$ cat config.mk
export PLATFORM = sky130hd
export DESIGN_NAME = lcd_bus_monitor
export DESIGN_NICKNAME = d
export VERILOG_FILES = /design/src/rtl/lcd_mon_pkg.sv /design/src/rtl/lcd_bus_sync.sv /design/src/rtl/lcd_bus_monitor.sv
export SDC_FILE = /design/constraint.sdc
export NUM_CORES = 1
export LEC_CHECK = 0
export BUFFER_PORTS_ARGS = -buffer_cell sky130_fd_sc_hd__buf_2
export CAP_MARGIN = 20
export CORE_UTILIZATION = 54
export DETAILED_ROUTE_END_ITERATION = 10
export PLACE_DENSITY = 0.84
export SYNTH_ARGS = -nofsm -noshare
export SYNTH_HDL_FRONTEND = slang
export SYNTH_HIERARCHICAL = 1
export SYNTH_SLANG_ARGS = --single-unit
$ cat constraint.sdc
create_clock -name CCLK -period 2.7 [get_ports CCLK]
set_input_delay 0.135 -clock CCLK [delete_from_list [all_inputs] [get_ports CCLK]]
set_output_delay 0.135 -clock CCLK [all_outputs]
set_load 0.05 [all_outputs]
$ cat src/rtl/lcd_mon_pkg.sv
// Shared types and constants for the character-LCD bus monitor.
// Command encodings follow the HD44780 instruction set as used by the display writer.
package lcd_mon_pkg;

   typedef enum logic [1:0] {
      StInit8,
      StNibHi,
      StNibLo
   } state_e;

   localparam logic [7:0] CLEAR      = 8'h01;
   localparam logic [7:0] HOME       = 8'h02;
   localparam logic [7:0] SETADDR_L1 = 8'h80;
   localparam logic [7:0] SETADDR_L2 = 8'hC0;
   localparam logic [7:0] SPACE      = 8'h20;

   localparam int unsigned NumChars = 32;

endpackage

$ cat src/rtl/lcd_bus_sync.sv
// Two-flop synchronizers for the LCD bus plus LCDE falling-edge detection.
// rs/rw/dat come from the same synchronized sample that reveals the fall.
module lcd_bus_sync (
   input  logic       clk,
   input  logic       rst_n,
   input  logic       lcd_e,
   input  logic       lcd_rs,
   input  logic       lcd_rw,
   input  logic [3:0] lcd_dat,
   output logic       strobe,
   output logic       rs,
   output logic       rw,
   output logic [3:0] dat
);

   // Bit order: {e, rs, rw, dat[3:0]}
   logic [6:0] meta_q, meta_d;
   logic [6:0] sync_q, sync_d;
   logic       e_prev_q, e_prev_d;

   always_comb begin
      meta_d   = {lcd_e, lcd_rs, lcd_rw, lcd_dat};
      sync_d   = meta_q;
      e_prev_d = sync_q[6];
   end

   always_ff @(posedge clk or negedge rst_n) begin
      if (!rst_n) begin
         meta_q   <= '0;
         sync_q   <= '0;
         e_prev_q <= 1'b0;
      end else begin
         meta_q   <= meta_d;
         sync_q   <= sync_d;
         e_prev_q <= e_prev_d;
      end
   end

   assign strobe = e_prev_q & ~sync_q[6];
   assign rs     = sync_q[5];
   assign rw     = sync_q[4];
   assign dat    = sync_q[3:0];

endmodule

$ cat src/rtl/lcd_bus_monitor.sv
// Passive monitor for the 4-bit character-LCD bus: rebuilds the 32-char screen image
// from nibble traffic and reports each assembled command/data byte.
module lcd_bus_monitor
   import lcd_mon_pkg::*;
#(
   parameter int unsigned TIMEOUT_CYC = 1_000_000
) (
   input  logic         CCLK,
   input  logic         rst_n,
   input  logic         LCDE,
   input  logic         LCDRS,
   input  logic         LCDRW,
   input  logic [3:0]   LCDDAT,
   output logic [255:0] strdata,
   output logic         byte_valid,
   output logic [7:0]   byte_out,
   output logic         byte_rs,
   output logic [4:0]   ddram_addr,
   output logic         init_done,
   output logic         rd_seen
);

   localparam int unsigned CntWRaw = $clog2(TIMEOUT_CYC + 1);
   localparam int unsigned CntW    = (CntWRaw < 1) ? 1 : CntWRaw;
   localparam logic [CntW-1:0] CntMax = CntW'(TIMEOUT_CYC);

   logic       strobe, s_rs, s_rw;
   logic [3:0] s_dat;
   logic       bus_wr, timeout;

   state_e          state_q, state_d;
   logic [CntW-1:0] cnt_q, cnt_d;
   logic [3:0]      hi_q, hi_d;
   logic            hi_rs_q, hi_rs_d;
   logic [255:0]    scr_q, scr_d;
   logic [4:0]      addr_q, addr_d;
   logic            bv_q, bv_d;
   logic [7:0]      bo_q, bo_d;
   logic            brs_q, brs_d;
   logic            init_q, init_d;
   logic            rd_q, rd_d;
   logic [7:0]      asm_byte;

   lcd_bus_sync u_sync (
      .clk     (CCLK),
      .rst_n   (rst_n),
      .lcd_e   (LCDE),
      .lcd_rs  (LCDRS),
      .lcd_rw  (LCDRW),
      .lcd_dat (LCDDAT),
      .strobe  (strobe),
      .rs      (s_rs),
      .rw      (s_rw),
      .dat     (s_dat)
   );

   // Read cycles are observed but never advance the decoder.
   assign bus_wr  = strobe & ~s_rw;
   assign timeout = (cnt_q == CntMax);

   always_ff @(posedge CCLK or negedge rst_n) begin
      if (!rst_n) begin
         state_q <= StInit8;
         cnt_q   <= '0;
         hi_q    <= '0;
         hi_rs_q <= 1'b0;
         scr_q   <= {NumChars{SPACE}};
         addr_q  <= '0;
         bv_q    <= 1'b0;
         bo_q    <= '0;
         brs_q   <= 1'b0;
         init_q  <= 1'b0;
         rd_q    <= 1'b0;
      end else begin
         state_q <= state_d;
         cnt_q   <= cnt_d;
         hi_q    <= hi_d;
         hi_rs_q <= hi_rs_d;
         scr_q   <= scr_d;
         addr_q  <= addr_d;
         bv_q    <= bv_d;
         bo_q    <= bo_d;
         brs_q   <= brs_d;
         init_q  <= init_d;
         rd_q    <= rd_d;
      end
   end

   always_comb begin
      state_d = state_q;
      unique case (state_q)
         StInit8: if (bus_wr && !s_rs && s_dat == 4'h2) state_d = StNibHi;
         StNibHi: if (bus_wr) state_d = StNibLo;
         StNibLo: if (bus_wr || timeout) state_d = StNibHi;
         default: state_d = StInit8;
      endcase
   end

   always_comb begin
      cnt_d    = '0;
      hi_d     = hi_q;
      hi_rs_d  = hi_rs_q;
      scr_d    = scr_q;
      addr_d   = addr_q;
      bv_d     = 1'b0;
      bo_d     = bo_q;
      brs_d    = brs_q;
      init_d   = init_q;
      rd_d     = rd_q | (strobe & s_rw);
      asm_byte = {hi_q, s_dat};

      unique case (state_q)
         StInit8: begin
            if (bus_wr && !s_rs && s_dat == 4'h2) init_d = 1'b1;
         end
         StNibHi: begin
            if (bus_wr) begin
               hi_d    = s_dat;
               hi_rs_d = s_rs;
            end
         end
         StNibLo: begin
            // A strobe coinciding with the terminal count still completes the byte.
            if (bus_wr) begin
               bv_d  = 1'b1;
               bo_d  = asm_byte;
               brs_d = hi_rs_q;
               if (hi_rs_q) begin
                  for (int i = 0; i < NumChars; i++) begin
                     if (addr_q == 5'(i)) scr_d[255 - 8*i -: 8] = asm_byte;
                  end
                  addr_d = addr_q + 5'd1;
               end else if (asm_byte == CLEAR) begin
                  scr_d  = {NumChars{SPACE}};
                  addr_d = '0;
               end else if (asm_byte[7:1] == HOME[7:1]) begin
                  addr_d = '0;
               end else if (asm_byte[7:4] == SETADDR_L1[7:4]) begin
                  addr_d = {1'b0, asm_byte[3:0]};
               end else if (asm_byte[7:4] == SETADDR_L2[7:4]) begin
                  addr_d = {1'b1, asm_byte[3:0]};
               end
            end else if (!timeout) begin
               cnt_d = cnt_q + CntW'(1);
            end
         end
         default: ;
      endcase
   end

   assign strdata    = scr_q;
   assign byte_valid = bv_q;
   assign byte_out   = bo_q;
   assign byte_rs    = brs_q;
   assign ddram_addr = addr_q;
   assign init_done  = init_q;
   assign rd_seen    = rd_q;

endmodule

### Word level (Yosys, flattened, before mapping)

Cells that the tools add are included.

* register bits: 315
* output and inout port bits: 273
* word-level logic and storage cells: 220
* bits of input ports: 9

* add/sub/neg operators: 2
* multiplexer cells: 48
* eq/ne operators: 74
* reduce and logical (&&, ||, !) cells: 45
* bitwise logic cells: 6

Operators with widths (count)
* $mux W256: 2
* $mux W8: 32
* $reduce_and A4 Y1: 32
* $eq A5 B5 Y1 const B: 16
* $ne A2 B1 Y1 const B: 32
* $mux W20: 3
* $eq A5 B4 Y1 const B: 8
* $mux W5: 5
* $add A20 B1 Y20 const B: 1
* $eq A20 B20 Y1 const B: 1
* $eq A5 B3 Y1 const B: 4
* $eq A5 B2 Y1 const B: 2
* $eq A4 B4 Y1 const B: 2
* $eq A8 B1 Y1 const B: 1
* $eq A7 B1 Y1 const B: 1
* $mux W2: 3
* $ne A2 B2 Y1 const B: 3
* $pmux W2 S3: 1
* $reduce_and A2 Y1: 3
* $reduce_and A3 Y1: 2
* $add A5 B1 Y5 const B: 1
* $eq A5 B1 Y1 const B: 1
* $logic_not A5 Y1: 1
* $reduce_bool A5 Y1: 1
* 12 further kinds: 17

### Depth between registers and ports, before layout

Gate-level depths: netlist of the first run.

* word-level depth: 7
* gate-level depth with buffers: 8
* depth with buffers taken out: 6

### Hierarchy

The synthesis of the first run kept the hierarchy.

By module, submodules not included
* lcd_bus_monitor: area each 12034.0 sq um, cells an instance 902, sequential area each 7547.2 sq um, times used 1
* lcd_bus_sync: area each 419.2 sq um, cells an instance 20, sequential area each 375.4 sq um, times used 1

### Worst setup path before layout of the first run

OpenSTA, ideal clock, no wires.

* path kind: register to register
* from: register addr_q[2] (netlist: ddram_addr[2])
* to: register scr_q[239] (netlist: strdata[239])
* setup time: 0.121 ns
* cell stages (with the launch flop): 7
* buffers on the path: 2
* path slack: 0.487 ns
* data required time: 2.579 ns
* clock period less this slack: 2.213 ns
* arrival time: 2.092 ns
* path through: dfrtp_1 buf_2 or3b_2 buf_4 nor2_2 o21ai_1 a22o_1

* word-level cells in the longest chain between the ends: 3

RTL lines
* from (decl): line lcd_bus_monitor.sv:36 `logic [4:0] addr_q, addr_d;`
* from (signal assigned): line lcd_bus_monitor.sv:80 `addr_q <= addr_d;`
* $eq A5 B2 Y1: line lcd_bus_monitor.sv:130 `if (addr_q == 5'(i)) scr_d[255 - 8*i -: 8] = asm_byte;`
* $ne A2 B1 Y1 (no source line)
* $reduce_and A4 Y1 (no source line)
* to (signal assigned): line lcd_bus_monitor.sv:67 `scr_q <= {NumChars{SPACE}};`
* to (signal assigned): line lcd_bus_monitor.sv:79 `scr_q <= scr_d;`
* to (decl): line lcd_bus_monitor.sv:35 `logic [255:0] scr_q, scr_d;`

No other way between the ends.
A chain may end at the register's enable or synchronous reset.

### Final worst setup path of the first run

* from: register hi_q[2]
* to: register scr_q[168] (netlist: strdata[168])

* word-level cells in the longest chain between the ends: 3

RTL lines
* from (decl): line lcd_bus_monitor.sv:33 `logic [3:0] hi_q, hi_d;`
* from (signal assigned): line lcd_bus_monitor.sv:77 `hi_q <= hi_d;`
* $eq A8 B1 Y1: line lcd_bus_monitor.sv:133 `end else if (asm_byte == CLEAR) begin`
* $reduce_bool A2 Y1 (no source line)
* $reduce_and A4 Y1 (no source line)

No other way between the ends.

==> results of run 1 <==
## report_power, final
| part | switching, mW | internal, mW | total [mW] |
|---|---|---|---|
| clock network | 1.77 | 2.56 | 4.32 |
| logic | 0.486 | 0.172 | 0.659 |
| registers | 0.0993 | 4.80 | 4.90 |
| total | 2.35 | 7.53 | 9.88 |
## layer usage
metal  wire length, um  track usage, %  part of all wire (%)
met2             16300            46.5                    49
met3              2530            5.89                   7.6
met4               762            7.67                   2.3
met1             13900            38.5                    42
met5                 0               0                     0
## cells in the final DEF (no fill, tap or decap), drive strengths merged, types with 2 or more instances in the layout
| master | synthesis | layout |
|---|---|---|
| o31ai | 2 | 2 |
| dlygate4sd3 | 0 | 8 |
| or4 | 3 | 3 |
| nand3 | 15 | 15 |
| nor2b | 6 | 6 |
| a22oi | 18 | 18 |
| a2bb2oi | 2 | 2 |
| a22o | 140 | 140 |
| or3b | 2 | 2 |
| clkbuf | 24 | 52 |
| xnor2 | 10 | 10 |
| xor2 | 2 | 2 |
| o21ai | 31 | 31 |
| buf | 28 | 313 |
| or3 | 6 | 6 |
| and3 | 5 | 5 |
| or4b | 2 | 2 |
| mux2 | 101 | 101 |
| a21oi | 24 | 24 |
| inv | 31 | 32 |
| dfstp | 32 | 32 |
| nand2 | 43 | 43 |
| and2 | 12 | 12 |
| a21o | 3 | 3 |
| and4 | 2 | 2 |
| nand2b | 8 | 8 |
| bufinv | 0 | 3 |
| dfrtp | 283 | 283 |
| nor3 | 10 | 10 |
| ha | 8 | 8 |
| nand4 | 4 | 4 |
| nor4b | 2 | 2 |
| nor2 | 45 | 45 |
| nor4 | 4 | 4 |
## worst max-delay path: cells and delay by family (launching register included)
family	cells	cell delay [ns]
AOI/OAI and AO/OA	1	0.53
buffers and inverters	1	0.25
DFF	1	0.47
muxes	1	0.41
and+or+nand+nor	2	0.56
## final cells by class
type                    count  area (um^2)
fillers                  1573         7270
inverters                  32          120
multi-input cells         523         4180
well taps                 285          357
repair buffers            321         1770
clock inverters             5          109
flip-flops and latches    315         7920
clock buffers              52          905
## worst max path at each step
stage,slack (ns),to,cells after the start
floorplan,0.49,strdata[239],6
global placement,0.45,strdata[143],5
detailed placement,0.39,strdata[152],5
CTS,0.35,strdata[168],5
global route,0.21,strdata[136],5
finish,0.34,strdata[168],5
## cell usage after synthesis, types with 3 or more instances
cell type and count:
a21o_1 3, a21oi_1 11, a21oi_2 5, a21oi_4 8
a22o_1 140, a22oi_1 18, and2_1 12, and3_1 5
buf_1 6, buf_2 11, buf_4 10, clkbuf_1 24
dfrtp_1 283, dfstp_2 32, ha_1 8, inv_1 31
mux2_2 101, nand2_1 43, nand2b_1 8, nand3_1 14
nor2_1 37, nor2_2 7, nor2b_1 5, nor3_1 9
nor4_1 4, o21ai_0 12, o21ai_1 15, o21ai_2 4
or3_1 6, xnor2_1 10
## sequential cells by signal, summed over array words and instances, names as in the netlist
signal           flops
byte_out             8
byte_rs              1
byte_valid           1
cnt_q               20
ddram_addr           5
hi_q                 4
hi_rs_q              1
init_done            1
rd_seen              1
state_q              2
strdata            256
u_sync/e_prev_q      1
u_sync/meta_q        7
u_sync/sync_q        7
## cells by family (layout without fill, tap and decap cells)
group / Yosys count / in the layout / synth area share, %
fa+ha+maj: 8 / 8 / 0.804
simple gates: 173 / 173 / 7.42
buf+inv: 84 / 410 / 3.00
flops: 315 / 315 / 63.6
compound gates: 229 / 229 / 15.2
mux: 101 / 101 / 9.13
xor+xnor: 12 / 12 / 0.844
==> flow_summary.toml, run 1 <==
[yosys]
seq_area_frac_synth_pct = 63.6
synth_edf_count = 0
synth_top_area_share_pct = 56.9
synth_nets = 939
synth_top_cell_by_area = "dfrtp_1"
ys_ff_latch = 315
netlist_instances = 922
netlist_area_um2 = 12500
synth_area_leaders = "dfrtp_1 57%, a22o_1 9.8%, mux2_2 9.1%"
synth_cell_types = 60
avgSynthCellArea_um2 = 13.5
ys_warn_count = 6
async_reset_ff_share_pct = 100
ys.flop_type = "dfrtp_1"

[timing]
rsz0062_at_grt = "no"
fin_worst_skew_ns = 0.0213
layout_setup_ws_ns = 0.340
max_freq_mhz = 424
slew_headroom_pct = 22.0
hold_viol_final = 0
setup_viol = 0
slew_viol_final = 0
setup_tns_ns = 0
whs_ns = 0.159
worstMarginPinSlew_ns = 1.17
fin_crit_ns = 2.36
fin_crit_sh_pct = 87.4

[cts]
cts_hold_buf = 8
clk_latency_ns = 0.56
cts_setup_buffers = 0
root_buffer = "clkbuf_16"
numCtsBuffers = 31
cts_resized = 0
cts_buffer_depth = 3
htreeDepth = 1
clk_pin_slew_worst_paths_ns = 0.07
cts.sinks = 315
cts_tree = "built"

[worst_setup_path]
crit_slowest_cell = "a21oi_2"
rr_startpoint = "hi_q[2]"
required_ns = 3.13
critPathKind = "flip-flop to flip-flop"
r2r_slack_ns = 0.34
critPathMaxStageDelay_ns = 0.53
crit_chain = "nor4_1 > nand4_2 > buf_4 > a21oi_2 > mux2_2"
critPathMaxFanout = 14
crit_arrival_ns = 2.79
r2r_end = "strdata[168]"
cp-start-kind = "flip-flop"
startpoint = "hi_q[2]"
rr_worst_depth = 5
end_kind = "flip-flop"

[power]
p_per_area_nw_per_um2 = 643
power.total_mw = 9.88
vdd.ir_drop.worst_uv = 582
p_leak_nw = 8.04

[global_route]
grt_first_pass_wirelength_um = 51800
grt_overflow = 0
track_usage_pct = 28.3
grt_pass1_vias = 8867
antenna_found_initial = 0
grt_max_degree = 86

[routing]
drcViolationCount = 0
wl_per_cell_um = 21.8
drt_iter0_drc = 835
first_pass_iters = 5
num_vias = 9040
drt_wl_total_um = 33500
antenna_left = 0
vias_per_cell = 5.90

[place]
dp_hpwl_um = 22300
routabilityCongestion = 0.836
portBuffers = 281
place_area_um2 = 14300
dp_slack_ns = 0.390
dp.cells = 1468

[cells_and_area]
antenna_cells = 0
instances_no_fill = 1533
fin_util_pct = 67.9
final_nets = 1241
area_growth_pct = 23.4
drive_gt1_share_pct = 42.1
final_area_um2 = 15400

[run]
cap_violations = 0

[floorplan]
coreArea_um2 = 22600
die_x_um = 154
die_h_um = 154
dieArea_um2 = 23700
ioPinCount = 282
initial_core_util_pct = 55.0
fp-row-count = 55

[worst_hold_path]
hp-class = "input pin to async pin"

[run_status]
outcome = "complete, no violations"
Power figures use the tool's default switching activity.
==> run 2, diff against run 1 <==
Settings changed: CORE_ASPECT_RATIO from default to 1.1, CTS_CLUSTER_DIAMETER from default to 100.
==> run 2 against run 1 <==
Utilization is 0.78 points higher. Hold slack worse by 0.022 ns. Register-to-register slack better by 0.03 ns. Non-clock buffer count is 2 lower. First-iteration DRC count is 30% lower. Clock power is 4% lower. Clock skew is 0.012 ns lower. Sequential power hardly changed. Critical endpoint is now strdata[223].
==> flow_summary.toml, run 2 (synthesis gave the netlist of run 1 again) <==
[timing]
max_freq_mhz = 429
setup_tns_ns = 0
fin_crit_ns = 2.33
slew_headroom_pct = 45.9
hold_viol_final = 0
fin_crit_sh_pct = 86.4
layout_setup_ws_ns = 0.368
worstMarginPinSlew_ns = 0.806
fin_worst_skew_ns = 0.00962
slew_viol_final = 0
setup_viol = 0
rsz0062_at_grt = "no"

[worst_setup_path]
critPathMaxStageDelay_ns = 0.55
rr_startpoint = "ddram_addr[0]"
startpoint = "ddram_addr[0]"
r2r_slack_ns = 0.37
critPathMaxFanout = 9
crit_slowest_cell = "nor2_1"
r2r_end = "strdata[223]"
rr_worst_depth = 6
cp-start-kind = "flip-flop"
critPathKind = "flip-flop to flip-flop"
crit_chain = "inv_1 > ha_1 > nand2b_1 > nor2_1 > o21ai_1 > a22o_1"
cp-endpoint = "strdata[223]"
required_ns = 3.13
crit_arrival_ns = 2.76
end_kind = "flip-flop"

[run]
cap_violations = 0

[routing]
vias_per_cell = 5.82
drcViolationCount = 0
wl_met1_um = 13800
wl_per_cell_um = 21.7
drt_iter0_drc = 583
antenna_left = 0
num_vias = 8950
wl_met3_um = 2700
drt_wl_total_um = 33300
wl_met2_um = 16200
highest_layer = "met4"
first_pass_iters = 4

[power]
p_int_mw = 7.37
comb_power_share_pct = 6.8
power_frac_seq_pct = 50.4
vdd.ir_drop.worst_uv = 472
power.total_mw = 9.71
p_clk_share_pct = 42.8
p_sw_mw = 2.34
p_per_area_nw_per_um2 = 634
p_leak_nw = 8.02
sw_frac_of_total_pct = 24.1

[cts]
clk_latency_ns = 0.55
cts_setup_buffers = 0
cts_tree = "built"
clk_pin_slew_worst_paths_ns = 0.06
cts_buffer_depth = 3
numCtsBuffers = 30
htreeDepth = 1
cts.sinks = 315
root_buffer = "clkbuf_16"

[place]
portBuffers = 281
dp_slack_ns = 0.399
routabilityCongestion = 0.858
dp_hpwl_um = 22100

[floorplan]
initial_core_util_pct = 55.8
coreArea_um2 = 22300
dieArea_um2 = 23700
fp-row-count = 57
ioPinCount = 282
die_x_um = 147
die_h_um = 161

[cells_and_area]
seq_area_um2 = 7920
final_cell_mix = "283 x dfrtp_1, 280 x buf_2, 140 x a22o_1, 101 x mux2_2, 43 x nand2_1"
layout_commonest_cell = "dfrtp_1"
area_growth_pct = 23.1
largest_reg_flops = 256
antenna_cells = 0
final_nets = 1238
drive_gt1_share_pct = 42.6
fin_util_pct = 68.7
nFillCells = 1565
multiInputGateArea_um2 = 4180

[run_status]
outcome = "complete, no violations"

[global_route]
grt_pass1_vias = 9070
grt_overflow = 0
antenna_found_initial = 0
grt_first_pass_wirelength_um = 52400
grt_max_degree = 79
track_usage_pct = 28.5

[worst_hold_path]
hp-class = "input pin to async pin"
run 2: cell types whose count changed in the layout (fill, tap and decap cells not counted):
cell	change
clkinv_2	+3
buf_12	-1
nor3_2	+1
buf_4	-2
clkbuf_1	-8
clkbuf_8	+6
inv_8	-1
inv_6	+1
bufinv_16	-3
buf_6	+1
nor3_4	-1
run 2: routing by layer:
metal / track usage [%] / vias to the layer above
met5: 0 / -
met4: 7.29 / 0
met3: 7.40 / 55
met2: 47.2 / 384
met1: 37.4 / 4568
li1: - / 3943
run 2: worst min path at each step:
stage	slack [ns]	endpoint	start
CTS	0.16	strdata[195]	rst_n
finish	0.14	strdata[195]	rst_n
detailed placement	0.13	strdata[195]	rst_n
global route	0.17	strdata[195]	rst_n
global placement	0.13	strdata[196]	rst_n
floorplan	-0.16	byte_out[0]	rst_n
run 2: critical path: cells and delay by family, from the launching register on:
family          cells  cell delay [ns]
buf+inv             1             0.15
simple gates        2             0.70
flops               1             0.43
compound gates      2             0.64
fa+ha+maj           1             0.30
run 2: metrics by stage:
stage                     hold slack, ns  cell area (um^2)  std cells
after global routing               0.173             15300       1539
after CTS                          0.157             15300       1539
after global placement             0.126             14200       1475
after floorplan                   -0.161             12500        922
after detailed placement           0.134             14300       1476
final                              0.137             15300       1539
run 2: layout make-up:
class                           instances  share of cell area [%]
Clock buffer                           50                    6.25
Clock inverter                          5                   0.204
Inverter                               32                   0.784
Timing Repair Buffer                  319                    11.4
Tap cell                              295                    2.41
Multi-Input combinational cell        523                    27.2
Sequential cell                       315                    51.7
run 2: power by group through the flow:
stage / sequential (mW) / clock, mW / combinational, mW
after CTS: 4.89 / 4.21 / 0.664
after global routing: 4.90 / 4.42 / 0.715
final: 4.89 / 4.16 / 0.656
after global placement: 4.97 / 0 / 0.630
after floorplan: 5.05 / 0 / 0.297
after detailed placement: 4.97 / 0 / 0.647
run 2: repair_timing:
action	CTS	global route
resized for setup	0	0
endpoints found under the hold margin	71	0
hold buffers	8	0
